<file path="src/rtl/string_display.sv">
// string_display: eight-digit multiplexed 7-segment driver with an edit cursor.
// A scan prescaler walks the digits; the last cycle of every digit slot drives
// all lines off so the previous digit cannot ghost into the next one. The text
// and cursor inputs are snapshotted once per frame so a frame never tears.
// The character input is named str because "string" is a SystemVerilog keyword.
module string_display #(
  parameter int SCAN_DIV  = 1000,
  parameter int BLINK_DIV = 25_000_000
) (
  input  logic        clk,
  input  logic        reset,
  input  logic [31:0] str,
  input  logic [4:0]  count_8,
  input  logic [3:0]  mode,
  output logic [7:0]  an,
  output logic [7:0]  seg
);

  localparam int DW = (SCAN_DIV  > 1) ? $clog2(SCAN_DIV)  : 1;
  localparam int BW = (BLINK_DIV > 1) ? $clog2(BLINK_DIV) : 1;

  logic [DW-1:0] d_reg;
  logic [2:0]    idx_reg;
  logic [BW-1:0] bc_reg;
  logic          ph_reg;
  logic [31:0]   sh_str_reg;
  logic [4:0]    sh_cnt_reg;
  logic [3:0]    sh_mode_reg;
  logic [4:0]    cnt_prev_reg;
  logic [3:0]    mode_prev_reg;
  logic [7:0]    an_reg;
  logic [7:0]    seg_reg;
  logic [7:0]    an_next;
  logic [7:0]    seg_next;

  logic          scan_wrap;
  logic          blink_wrap;
  logic          restart;
  logic          cursor;
  logic [3:0]    nibble;
  logic [6:0]    glyph;

  // Per-digit views of the shadow text and the active-low one-hot enable.
  logic [3:0] nib [8];
  logic [7:0] an_sel [8];
  genvar gi;
  generate
    for (gi = 0; gi < 8; gi++) begin : g_digit
      assign nib[gi]    = sh_str_reg[4*gi +: 4];
      assign an_sel[gi] = ~(8'd1 << gi);
    end
  endgenerate

  // Event detection: slot end, blink half-period end, cursor move / edit entry.
  always_comb begin
    scan_wrap  = (d_reg == DW'(SCAN_DIV - 1));
    blink_wrap = (bc_reg == BW'(BLINK_DIV - 1));
    restart    = (count_8 != cnt_prev_reg) ||
                 ((mode_prev_reg == 4'd0) && (mode != 4'd0));
    nibble     = nib[idx_reg];
    cursor     = (sh_mode_reg != 4'd0) && (sh_cnt_reg <= 5'd7) &&
                 (sh_cnt_reg[2:0] == idx_reg);
  end

  // Hex glyph table, active low, bit order g..a.
  always_comb begin
    glyph = 7'h7F;
    case (nibble)
      4'h0: glyph = ~7'h3F;
      4'h1: glyph = ~7'h06;
      4'h2: glyph = ~7'h5B;
      4'h3: glyph = ~7'h4F;
      4'h4: glyph = ~7'h66;
      4'h5: glyph = ~7'h6D;
      4'h6: glyph = ~7'h7D;
      4'h7: glyph = ~7'h07;
      4'h8: glyph = ~7'h7F;
      4'h9: glyph = ~7'h6F;
      4'hA: glyph = ~7'h77;
      4'hB: glyph = ~7'h7C;
      4'hC: glyph = ~7'h39;
      4'hD: glyph = ~7'h5E;
      4'hE: glyph = ~7'h79;
      4'hF: glyph = ~7'h71;
      default: glyph = 7'h7F;
    endcase
  end

  // Next output value: guard slot blanks everything, cursor digit lights dp and blinks.
  always_comb begin
    an_next  = 8'hFF;
    seg_next = 8'hFF;
    if (!scan_wrap) begin
      an_next = an_sel[idx_reg];
      if (cursor) begin
        seg_next = {1'b0, (ph_reg ? glyph : 7'h7F)};
      end else begin
        seg_next = {1'b1, glyph};
      end
    end
  end

  // Scan prescaler and digit index.
  always_ff @(posedge clk) begin
    if (reset) begin
      d_reg   <= '0;
      idx_reg <= 3'd0;
    end else if (scan_wrap) begin
      d_reg   <= '0;
      idx_reg <= idx_reg + 3'd1;
    end else begin
      d_reg   <= d_reg + DW'(1);
    end
  end

  // Blink counter; a restart beats a simultaneous wrap so a moved cursor shows at once.
  always_ff @(posedge clk) begin
    if (reset || restart) begin
      bc_reg <= '0;
      ph_reg <= 1'b1;
    end else if (blink_wrap) begin
      bc_reg <= '0;
      ph_reg <= ~ph_reg;
    end else begin
      bc_reg <= bc_reg + BW'(1);
    end
  end

  // Previous live cursor/mode; tracked through reset so release causes no spurious restart.
  always_ff @(posedge clk) begin
    cnt_prev_reg  <= count_8;
    mode_prev_reg <= mode;
  end

  // Frame snapshot taken in the guard slot of digit 7.
  always_ff @(posedge clk) begin
    if (reset) begin
      sh_str_reg  <= 32'd0;
      sh_cnt_reg  <= 5'd0;
      sh_mode_reg <= 4'd0;
    end else if (scan_wrap && (idx_reg == 3'd7)) begin
      sh_str_reg  <= str;
      sh_cnt_reg  <= count_8;
      sh_mode_reg <= mode;
    end
  end

  // Registered display outputs.
  always_ff @(posedge clk) begin
    if (reset) begin
      an_reg  <= 8'hFF;
      seg_reg <= 8'hFF;
    end else begin
      an_reg  <= an_next;
      seg_reg <= seg_next;
    end
  end

  assign an  = an_reg;
  assign seg = seg_reg;

endmodule

</file>
<file path="config.mk">
export PLATFORM = sky130hd
export DESIGN_NAME = string_display
export DESIGN_NICKNAME = d
export VERILOG_FILES = /design/src/rtl/string_display.sv
export SDC_FILE = /design/constraint.sdc
export NUM_CORES = 1
export LEC_CHECK = 0
export CORE_UTILIZATION = 49
export DETAILED_ROUTE_END_ITERATION = 7
export PLACE_DENSITY_LB_ADDON = 0.25
export SLEW_MARGIN = 20
export SYNTH_ARGS = -nofsm -noshare
export SYNTH_HDL_FRONTEND = slang
export SYNTH_SLANG_ARGS = --single-unit
</file>
<file path="constraint.sdc">
create_clock -name clk -period 2.2 [get_ports clk]
set_input_delay 0.22 -clock clk [delete_from_list [all_inputs] [get_ports clk]]
set_output_delay 0.22 -clock clk [all_outputs]
set_load 0.02 [all_outputs]
</file>
==> results.cfg <==
[sta]
fin_worst_skew_ns = 0.01806
slew_viol_final = 0
worst_slew_pin_slew_ns = 0.4519
slew_headroom = 0.6987
hold_ws_ns = 0.3359
setup_viol = 0
rsz0062_at_grt = no
finalHoldViolCount = 0
finalCritPeriodShare = 0.9589
setup_tns_ns = 0
fmax_mhz = 474.0
finalCriticalPeriod_ns = 2.109

[yosys]
yosys-top-cells-area = dfxtp_1 (48%), nand2_1 (8.7%), xnor2_1 (6.0%), a21oi_1 (5.2%), ha_1 (4.0%)
syn_nets = 535
synth_most_common_cell = dfxtp_1
synth.distinct_cells = 42
seq_area_frac_synth = 0.4810
yosys_warnings = 0
synth_top_area_cell = dfxtp_1
ys_seq_elements = 105
avgSynthCellArea_um2 = 9.143
synth_edf_count = 0
ys_dominant_reg_cell = dfxtp_1
syn-cell-area_um2 = 4370
synthCells = 478
async_reset_ff_frac = 0
synth_top_area_frac = 0.4810
synth.top_cells.by_count = dfxtp_1 (105), nand2_1 (101), a21oi_1 (45)

[detailed_routing]
wl_per_cell_um = 13.07
drtIter0Drc = 132
route.detailed.drc = 0
wl_um = 8454
dr.pass1.iters = 4
via_per_inst = 5.198
via_count = 3363
ant_nets = 0

[power]
power.density_nw_per_um2 = 613.9
comb_power_share = 0.048
power.internal_mw = 2.484
p_sw_frac = 0.2345
p_leak_nw = 1.769
p_seq_frac = 0.594
finalPower_mw = 3.245
p_sw_mw = 0.7611
p_clk_frac = 0.358
vdd_drop_max_mv = 0.3872

[worst_setup_path]
end_kind = flop
cp_max_fo = 6
required_ns = 2.50
arrival_ns = 2.41
setup.worst_path.start = idx_reg[0]$_SDFFE_PP0P_
r2r-start = idx_reg[0]$_SDFFE_PP0P_
cp-start-kind = flop
worst-setup-path-type = reg -> reg

[global_route]
first_global_vias = 3114
grt_max_degree = 45
grt_pass1_wl_um = 14390
grt_remaining_overflow = 0
groute.usage.overall = 0.2004
antenna_found_initial = 0

[clock_tree]
cts_tree = done
htree_num_levels = 3
max-clock-path-buffers = 2
clkLatencyLatePin_ns = 0.37
postCtsHoldBufs = 0
cts_sinks = 105
cts_made_buffers = 9
path_clk_slew_ns = 0.11
clockRootBuffer = clkbuf_8

[place]
io_buffers = 58
place_hpwl_um = 6017
place_congestion = 0.8091
post-place-cells = 630

[run_status]
status = finished clean

[finish]
n_antenna_cell = 0
post-route-util = 0.6091
layout.cells.non_filler = 647
area_delta_synth_final_pct = 20.96
drive_gt1_frac = 0.08905
largest_register_ffs = 32
nets = 591

[worst_hold_path]
hold_start = mode[2]
hold_path_class = in -> reg

[floorplanning]
core_um2 = 8678
io_pins = 59
die_h_um = 96.44
start_util = 0.5036
die-area_um2 = 9301
core.rowCount = 34
fp.dieW_um = 96.44

[run]
cap_violations = 0
layer usage:
layer / up-vias / global-route usage / share of wire
li1: 1722 / - / -
met1: 1565 / 0.2758 / 0.50
met2: 67 / 0.3063 / 0.46
met3: 9 / 0.05556 / 0.036
met4: 0 / 0.06005 / 0.012
met5: - / 0 / 0
per-stage QoR:
step | worst slack (ns) | instance area [um^2]
5_1_grt | 0.01255 | 5286
3_5_place_dp | 0.01104 | 5072
3_3_place_gp | 0.09357 | 5072
6_report | 0.09050 | 5286
2_1_floorplan | 0.01406 | 4375
4_1_cts | 0.02647 | 5280
final timing paths:
kind                                               endpoint  slack [ns]  cells after the start
worst max register to register            seg[3]$_SDFF_PP1_        0.09                      8
worst min-delay path               mode_prev_reg[2]$_DFF_P_        0.34                      1
worst max-delay path                      seg[3]$_SDFF_PP1_        0.09                      8
worst min register to register  sh_str_reg[13]$_SDFFE_PP0P_        0.46                      2
layout make-up:
type | instances | area [um^2]
inverters | 8 | 30.03
flip-flops and latches | 105 | 2106
clock buffers | 10 | 137.6
repair buffers | 71 | 706.9
well taps | 108 | 135.1
fillers | 755 | 3392
multi-input cells | 339 | 2110
clock inverters | 6 | 61.31
layout by cell type, fill, tap and decap left out, drive strengths merged, types with 3 or more instances in the layout:
| master | n |
|---|---|
| dfxtp | 105 |
| nand2 | 101 |
| clkdlybuf4s50 | 58 |
| a21oi | 45 |
| nor2 | 40 |
| xnor2 | 30 |
| nand3 | 17 |
| ha | 14 |
| buf | 13 |
| mux2i | 12 |
| inv | 11 |
| nor4 | 10 |
| clkbuf | 10 |
| nor3 | 10 |
| nand4 | 8 |
| xor2 | 8 |
| mux4 | 7 |
| and3 | 4 |
| o21ai | 4 |
| or2 | 4 |
| mux2 | 4 |
| and2 | 3 |
| or3 | 3 |
| o221ai | 3 |
kinds of logic after synthesis:
kind of cell    after synthesis  share of synthesized area
compound gates               56                    0.07014
flops                       105                     0.4810
buf+inv                      34                    0.03750
mux                          23                    0.08188
xor+xnor                     38                    0.07615
simple gates                208                     0.2133
fa+ha+maj                    14                    0.04008
repair_timing:
action                                  CTS  global route
resized for setup                         1             5
endpoints found under the setup margin    1             5
buffers inserted                          0             1
hold endpoints to repair                  0             0
critical path, stage by stage, from the launching register on:
cell and delay [ns]:
dfxtp_4 0.42, mux4_2 0.52, mux2_4 0.31, inv_2 0.09, ha_1 0.24, inv_2 0.08, mux2i_1 0.07, mux2_2 0.27
nand2_1 0.06
power groups by stage:
stage / Sequential, mW / Clock [mW] / Combinational [mW]
after floorplan: 1.98 / 0 / 0.0395
after global placement: 1.97 / 0 / 0.152
after detailed placement: 1.97 / 0 / 0.155
after CTS: 1.93 / 1.19 / 0.155
after global routing: 1.93 / 1.28 / 0.168
final: 1.93 / 1.16 / 0.155
Power figures use the tool's default switching activity.
